`src/rtl/uart_dbg_pkg.sv`:
```
// Shared constants and types for the UART debug word path.
package uart_dbg_pkg;

    localparam int BYTES_PER_WORD = 4;
    localparam int DATA_WIDTH     = 32;
    localparam int FIFO_DEPTH     = 42;
    localparam int CNT_W          = 6;

    localparam int CLK_FREQ = 200000000;
    localparam int UART_BPS = 115200;

    // ~1 ms of silence, roughly 11 character times at the default rate
    localparam int TIMEOUT_CYCLES = CLK_FREQ / 1000;

    typedef logic [$clog2(BYTES_PER_WORD)-1:0] phase_t;

endpackage

```
`src/rtl/uart_byte_packer.sv`:
```
// Byte-event detect and little-endian packing of 4 bytes into one word.
// UART_WORD_TIMEOUT_EN adds an idle timeout that discards a partial word.
module uart_byte_packer
    import uart_dbg_pkg::*;
#(
    parameter int TIMEOUT_CYCLES = uart_dbg_pkg::TIMEOUT_CYCLES
) (
    input  logic                  sys_clk,
    input  logic                  sys_rst_n,
    input  logic                  recv_done,
    input  logic [7:0]            recv_data,
    input  logic                  clear,
    output logic                  word_push,
    output logic [DATA_WIDTH-1:0] word,
    output logic [1:0]            byte_phase
);

    logic        done_q;
    phase_t      phase_q, phase_d;
    logic [23:0] pack_q, pack_d;
    logic        byte_evt;
    logic        resync;

    assign byte_evt   = recv_done && !done_q;
    assign word_push  = byte_evt && !clear && (phase_q == 2'd3);
    assign word       = {recv_data, pack_q};
    assign byte_phase = phase_q;

`ifdef UART_WORD_TIMEOUT_EN
    localparam int IDLE_W = $clog2(TIMEOUT_CYCLES + 1);

    logic [IDLE_W-1:0] idle_q, idle_d;

    always_comb begin
        idle_d = '0;
        resync = 1'b0;
        if (!clear && !byte_evt && phase_q != 2'd0) begin
            if (idle_q == IDLE_W'(TIMEOUT_CYCLES - 1))
                resync = 1'b1;
            else
                idle_d = idle_q + 1'b1;
        end
    end

    always_ff @(posedge sys_clk or negedge sys_rst_n) begin
        if (!sys_rst_n)
            idle_q <= '0;
        else
            idle_q <= idle_d;
    end
`else
    assign resync = 1'b0;
`endif

    always_comb begin
        phase_d = phase_q;
        pack_d  = pack_q;
        if (clear || resync) begin
            phase_d = '0;
            pack_d  = '0;
        end else if (byte_evt) begin
            unique case (phase_q)
                2'd0: pack_d[7:0]   = recv_data;
                2'd1: pack_d[15:8]  = recv_data;
                2'd2: pack_d[23:16] = recv_data;
                2'd3: pack_d        = '0;
            endcase
            phase_d = phase_q + 1'b1;
        end
    end

    always_ff @(posedge sys_clk or negedge sys_rst_n) begin
        if (!sys_rst_n) begin
            done_q  <= 1'b0;
            phase_q <= '0;
            pack_q  <= '0;
        end else begin
            done_q  <= recv_done;
            phase_q <= phase_d;
            pack_q  <= pack_d;
        end
    end

endmodule

```
`src/rtl/uart_word_fifo.sv`:
```
// Packs received UART bytes into words and buffers them in a FWFT FIFO.
// Define UART_WORD_TIMEOUT_EN to drop stale partial words after an idle time.
module uart_word_fifo
    import uart_dbg_pkg::*;
#(
    parameter int DATA_WIDTH     = uart_dbg_pkg::DATA_WIDTH,
    parameter int FIFO_DEPTH     = uart_dbg_pkg::FIFO_DEPTH,
    parameter int CNT_W          = uart_dbg_pkg::CNT_W,
    parameter int TIMEOUT_CYCLES = uart_dbg_pkg::TIMEOUT_CYCLES
) (
    input  logic                  sys_clk,
    input  logic                  sys_rst_n,
    input  logic                  recv_done,
    input  logic [7:0]            recv_data,
    input  logic                  clear,
    output logic [DATA_WIDTH-1:0] word_data,
    output logic                  word_valid,
    input  logic                  word_ready,
    output logic [CNT_W-1:0]      fill_count,
    output logic                  full,
    output logic                  overflow,
    output logic [1:0]            byte_phase
);

    logic                  word_push;
    logic [DATA_WIDTH-1:0] push_word;

    logic [DATA_WIDTH-1:0] mem_q [FIFO_DEPTH];
    logic [CNT_W-1:0]      wr_q, wr_d;
    logic [CNT_W-1:0]      rd_q, rd_d;
    logic [CNT_W-1:0]      cnt_q, cnt_d;
    logic [DATA_WIDTH-1:0] head_q, head_d;
    logic                  ovf_q, ovf_d;
    logic                  pop, push_ok, drop;

    function automatic logic [CNT_W-1:0] ptr_inc(input logic [CNT_W-1:0] p);
        return (p == CNT_W'(FIFO_DEPTH - 1)) ? '0 : p + 1'b1;
    endfunction

    uart_byte_packer #(
        .TIMEOUT_CYCLES (TIMEOUT_CYCLES)
    ) u_packer (
        .sys_clk    (sys_clk),
        .sys_rst_n  (sys_rst_n),
        .recv_done  (recv_done),
        .recv_data  (recv_data),
        .clear      (clear),
        .word_push  (word_push),
        .word       (push_word),
        .byte_phase (byte_phase)
    );

    assign word_valid = (cnt_q != '0);
    assign full       = (cnt_q == CNT_W'(FIFO_DEPTH));
    assign fill_count = cnt_q;
    assign overflow   = ovf_q;
    assign word_data  = head_q;

    // A pop frees a slot, so a push into a full FIFO is kept in that cycle
    assign pop     = word_valid && word_ready && !clear;
    assign push_ok = word_push && (!full || pop);
    assign drop    = word_push && full && !pop;

    always_comb begin
        wr_d   = push_ok ? ptr_inc(wr_q) : wr_q;
        rd_d   = pop ? ptr_inc(rd_q) : rd_q;
        cnt_d  = cnt_q;
        ovf_d  = ovf_q | drop;
        head_d = head_q;
        if (push_ok && !pop)
            cnt_d = cnt_q + 1'b1;
        else if (pop && !push_ok)
            cnt_d = cnt_q - 1'b1;
        // Head register follows the new read slot; a word landing there
        // must bypass the memory since it is written on the same edge.
        if (push_ok && wr_q == rd_d)
            head_d = push_word;
        else if (pop && cnt_q != CNT_W'(1))
            head_d = mem_q[rd_d];
        if (clear) begin
            wr_d   = '0;
            rd_d   = '0;
            cnt_d  = '0;
            ovf_d  = 1'b0;
            head_d = '0;
        end
    end

    always_ff @(posedge sys_clk) begin
        if (push_ok)
            mem_q[wr_q] <= push_word;
    end

    always_ff @(posedge sys_clk or negedge sys_rst_n) begin
        if (!sys_rst_n) begin
            wr_q   <= '0;
            rd_q   <= '0;
            cnt_q  <= '0;
            ovf_q  <= 1'b0;
            head_q <= '0;
        end else begin
            wr_q   <= wr_d;
            rd_q   <= rd_d;
            cnt_q  <= cnt_d;
            ovf_q  <= ovf_d;
            head_q <= head_d;
        end
    end

endmodule

```
`config.mk`:
```
export PLATFORM = sky130hd
export DESIGN_NAME = uart_word_fifo
export DESIGN_NICKNAME = d
export VERILOG_FILES = /design/src/rtl/uart_dbg_pkg.sv /design/src/rtl/uart_byte_packer.sv /design/src/rtl/uart_word_fifo.sv
export SDC_FILE = /design/constraint.sdc
export NUM_CORES = 2
export LEC_CHECK = 0
export CORE_UTILIZATION = 50
export CTS_CLUSTER_DIAMETER = 80
export DETAILED_ROUTE_END_ITERATION = 8
export PLACE_DENSITY = 0.66
export SLEW_MARGIN = 0
export SYNTH_ARGS = -nofsm -noshare
export SYNTH_HDL_FRONTEND = slang
export SYNTH_SLANG_ARGS = --single-unit
```
`constraint.sdc`:
```
create_clock -name sys_clk -period 5.06 [get_ports sys_clk]
set_clock_uncertainty 0.2 [all_clocks]
set_input_delay 1.012 -clock sys_clk [delete_from_list [all_inputs] [get_ports sys_clk]]
set_output_delay 1.012 -clock sys_clk [all_outputs]
set_load 0.03 [all_outputs]
```
==> summary.txt <==
Min path
  • Hold crit path type: in2async

Timing
  • Slew @ Worst Pin: 1.06 ns
  • # setup viols final: 0
  • Slew headroom: 28.9%
  • Setup TNS: 0 ns
  • Min Tclk post-route: 4.11 ns
  • RSZ-0062 raised after global routing: no
  • Final period utilization: 81.3%
  • Max Freq: 0.243 GHz
  • Fin. Hold Viols: 0
  • Fin. max-slew vios: 0

CTS
  • Number of buffers created by CTS: 139
  • Root buf cell: clkbuf_16
  • Clock-pin slew on the worst setup and hold paths: approximately 0.06 ns
  • Cts-stage hold buffer count: 0
  • Maximum root-to-sink buffer count: 3
  • H-Tree Depth: 4
  • Clk_lat worst skew: ~0.73 ns
  • TritonCTS clock tree: yes
  • Post-CTS setup buffer count: 0
  • Post-CTS resize count: 0
  • Clock sinks: about 1,400

Yosys
  • Yosys top cell area share: 72.2%
  • Syn_nets: a little under 4,000
  • Top cells by area, synth: edfxtp_1, nand2_1, dfrtp_1
  • Syn Inst Count: 3,935
  • Mapped Avg Cell Area: 14.2 µm²
  • Post-synth ARST share: 5.49%
  • Synthesized cell area: 55,900 µm²
  • Synth cell count leaders: edfxtp_1, nand2_1, nand3_1
  • Sequential area share after synthesis: 75.7%
  • Most common cell in the netlist: edfxtp_1
  • Synth Warn #: 0
  • Post-synth EDFFs: 1,344
  • Flops & latches, synth: 1,422
  • Most used DFF post-synth: edfxtp_1
  • Cell taking the most area after synthesis: edfxtp_1
  • Netlist cell types: 59

Drt
  • WL per Instance: 26.5 µm
  • Drt drc: 0
  • Final ANT Viol Nets: 0
  • DR vias/cell: 6.10
  • Total Wirelength: 149,000 µm
  • Via count: 34,400
  • Detailed Routing Iterations Pass 1: 5
  • Drt initial violations: between 4,000 and 5,000

Placement
  • Placed Area: 59,500 µm²
  • Gpl congestion: 0.859
  • Port Buffer Count: 55
  • HPWL after detailed placement: 85,900 µm

Floorplanning
  • Die Width: 336 µm
  • Placement Rows: 122
  • Initial Utilization: between 50% and 60%
  • I/O Pins: 56
  • Full die area: 113,000 µm²
  • Die H: approximately 340 µm
  • Core Footprint: approximately 110,000 µm²

Job
  • Number of max-cap violations: 0

Power
  • Sequential Power Share: 45.4%
  • Switching Fraction: 29.5%
  • Power Dens Cells: around 460 nW/µm²
  • Combinational power share: 20.9%
  • Psw: 8.65 mW
  • Leakage Power: 21.5 nW
  • Power share of the clock group: 33.7%
  • P_int: 20.7 mW
  • Max VDD drop: 0.000481 V

Layout
  • Post-layout util: 57.5%
  • Fillers: roughly 8,600
  • Share of post-route cells with drive strength above 1: 11.4%
  • Final Net Count: 4,077
  • Final Cell Area: 63,700 µm²
  • Area growth, synth to finish: 14.0%

Setup path
  • Crit path arrival time: 4.52 ns
  • CP Capture Type: flop
  • Req. time, crit path: 5.46 ns
  • Reg2Reg Setup Slack: 0.95 ns
  • Critical-path maximum fanout: 25
  • Crit path kind: reg2reg
  • Startpoint Class: flop

Global route
  • Remaining global-route overflow: 0
  • Largest net degree at the start of global routing: 169
  • Gr busiest metal: met2
  • Initial antenna violation count: 2
  • Met2 Track Usage GR: 41.6%
  • Global-route wire length before repair: 220,000 µm
  • Number of global-route vias before repair: 32,700
  • Gr usage total: about a quarter
  • Grt met3 use: 5.47%
  • Met1 Usage GRT: 38.3%

Outcome
  • Outcome: finished, final reports clean
per-stage QoR:
step           hold slack, ns  cells  worst slack, ns  total power [mW]
3_5_place_dp            0.278   5400            0.269              19.6
5_1_grt                0.0864   5642            0.620              30.3
4_1_cts                0.0738   5642            0.935              29.4
3_3_place_gp            0.267   5400            0.341              19.6
6_report               0.0979   5643            0.945              29.3
2_1_floorplan           0.453   3935            0.652              17.3
cell type report:
type                            count  area [µm²]  area share [%]
Sequential cell                  1422       42300            66.4
Tap cell                         1488        1860            2.92
Timing Repair Buffer              232        2290            3.60
Antenna cell                        1        2.50         0.00393
Multi-Input combinational cell   2251       13000            20.4
Inverter                            7        26.3          0.0412
Clock inverter                     64         543           0.852
Clock buffer                      178        3740            5.86
critical path, stage by stage (launching register included):
cell	delay, ns
dfrtp_1	0.53
or4_4	0.62
o21ai_2	0.29
buf_4	0.22
a22o_4	0.40
buf_4	0.31
buf_4	0.37
mux2i_1	0.22
a221oi_1	0.09
a21oi_1	0.13
nand2_1	0.15
nor4_1	0.31
o21ai_1	0.12
registers in the layout, summed over array words and instances (netlist names):
register and cells:
wr_q 6, mem_q 1344, u_packer.pack_q 24, overflow 1
u_packer.byte_phase 2, u_packer.done_q 1, rd_q 6, word_data 32
fill_count 6
layout by cell type, fill, tap and decap left out, types with 8 or more instances in the layout:
cell type	count
edfxtp_1	1344
nand2_1	1058
nand3_1	293
buf_4	142
clkbuf_16	141
mux2i_1	131
a32oi_1	93
a21oi_1	85
dfrtp_1	77
a32o_1	63
nor2_4	47
clkdlybuf4s50_1	47
nor2_1	41
and3_1	39
a31oi_1	37
buf_12	36
a221oi_1	35
nor4_1	35
nand4_1	34
a2111oi_0	32
a22oi_1	32
mux4_2	31
o21ai_1	31
clkbuf_1	30
clkinv_1	27
o21ai_0	26
clkinv_2	21
xnor2_1	12
ha_1	11
nor3b_1	8
bufinv_16	8
final timing paths:
| kind | to | depth (start not counted) | start |
|---|---|---|---|
| worst max-delay path | word_data[31]$_DFFE_PN0P_ | 12 | fill_count[2]$_DFFE_PN0P_ |
| worst min-delay path | u_packer.pack_q[23]$_DFFE_PN0P_ | 1 | sys_rst_n |
| worst max register to register | word_data[31]$_DFFE_PN0P_ | 12 | fill_count[2]$_DFFE_PN0P_ |
| worst min register to register | u_packer.pack_q[6]$_DFFE_PN0P_ | 2 | u_packer.pack_q[6]$_DFFE_PN0P_ |
| max in group asynchronous | rd_q[3]$_DFF_PN0_ | 2 | sys_rst_n |
| min in group sys_clk | u_packer.pack_q[6]$_DFFE_PN0P_ | 2 | u_packer.pack_q[6]$_DFFE_PN0P_ |
metal layers:
layer  part of all wire [%]  up-vias  routed length [µm]
li1                       -    15100                   -
met1                     41    17500               61500
met2                     47     1648               70200
met3                    9.6      217               14400
met4                    2.2        0                3260
met5                      0        -                   0
power by group through the flow:
stage / Clock, mW / Combinational [mW] / Sequential (mW)
after floorplan: 0 / 3.62 / 13.6
after global placement: 0 / 6.02 / 13.5
after detailed placement: 0 / 6.09 / 13.5
after CTS: 9.98 / 6.12 / 13.3
after global routing: 10.4 / 6.62 / 13.3
final: 9.87 / 6.13 / 13.3
logic make-up after synthesis:
group | synth area share (%)
multiplexers | 3.63
flip-flops | 75.7
XOR/XNOR | 0.219
AND/OR/NAND/NOR | 12.2
buffers and inverters | 1.86
adder cells (fa/ha/maj) | 0.246
AO/OA/AOI/OAI | 6.15
(Power assumes the default switching activity.)
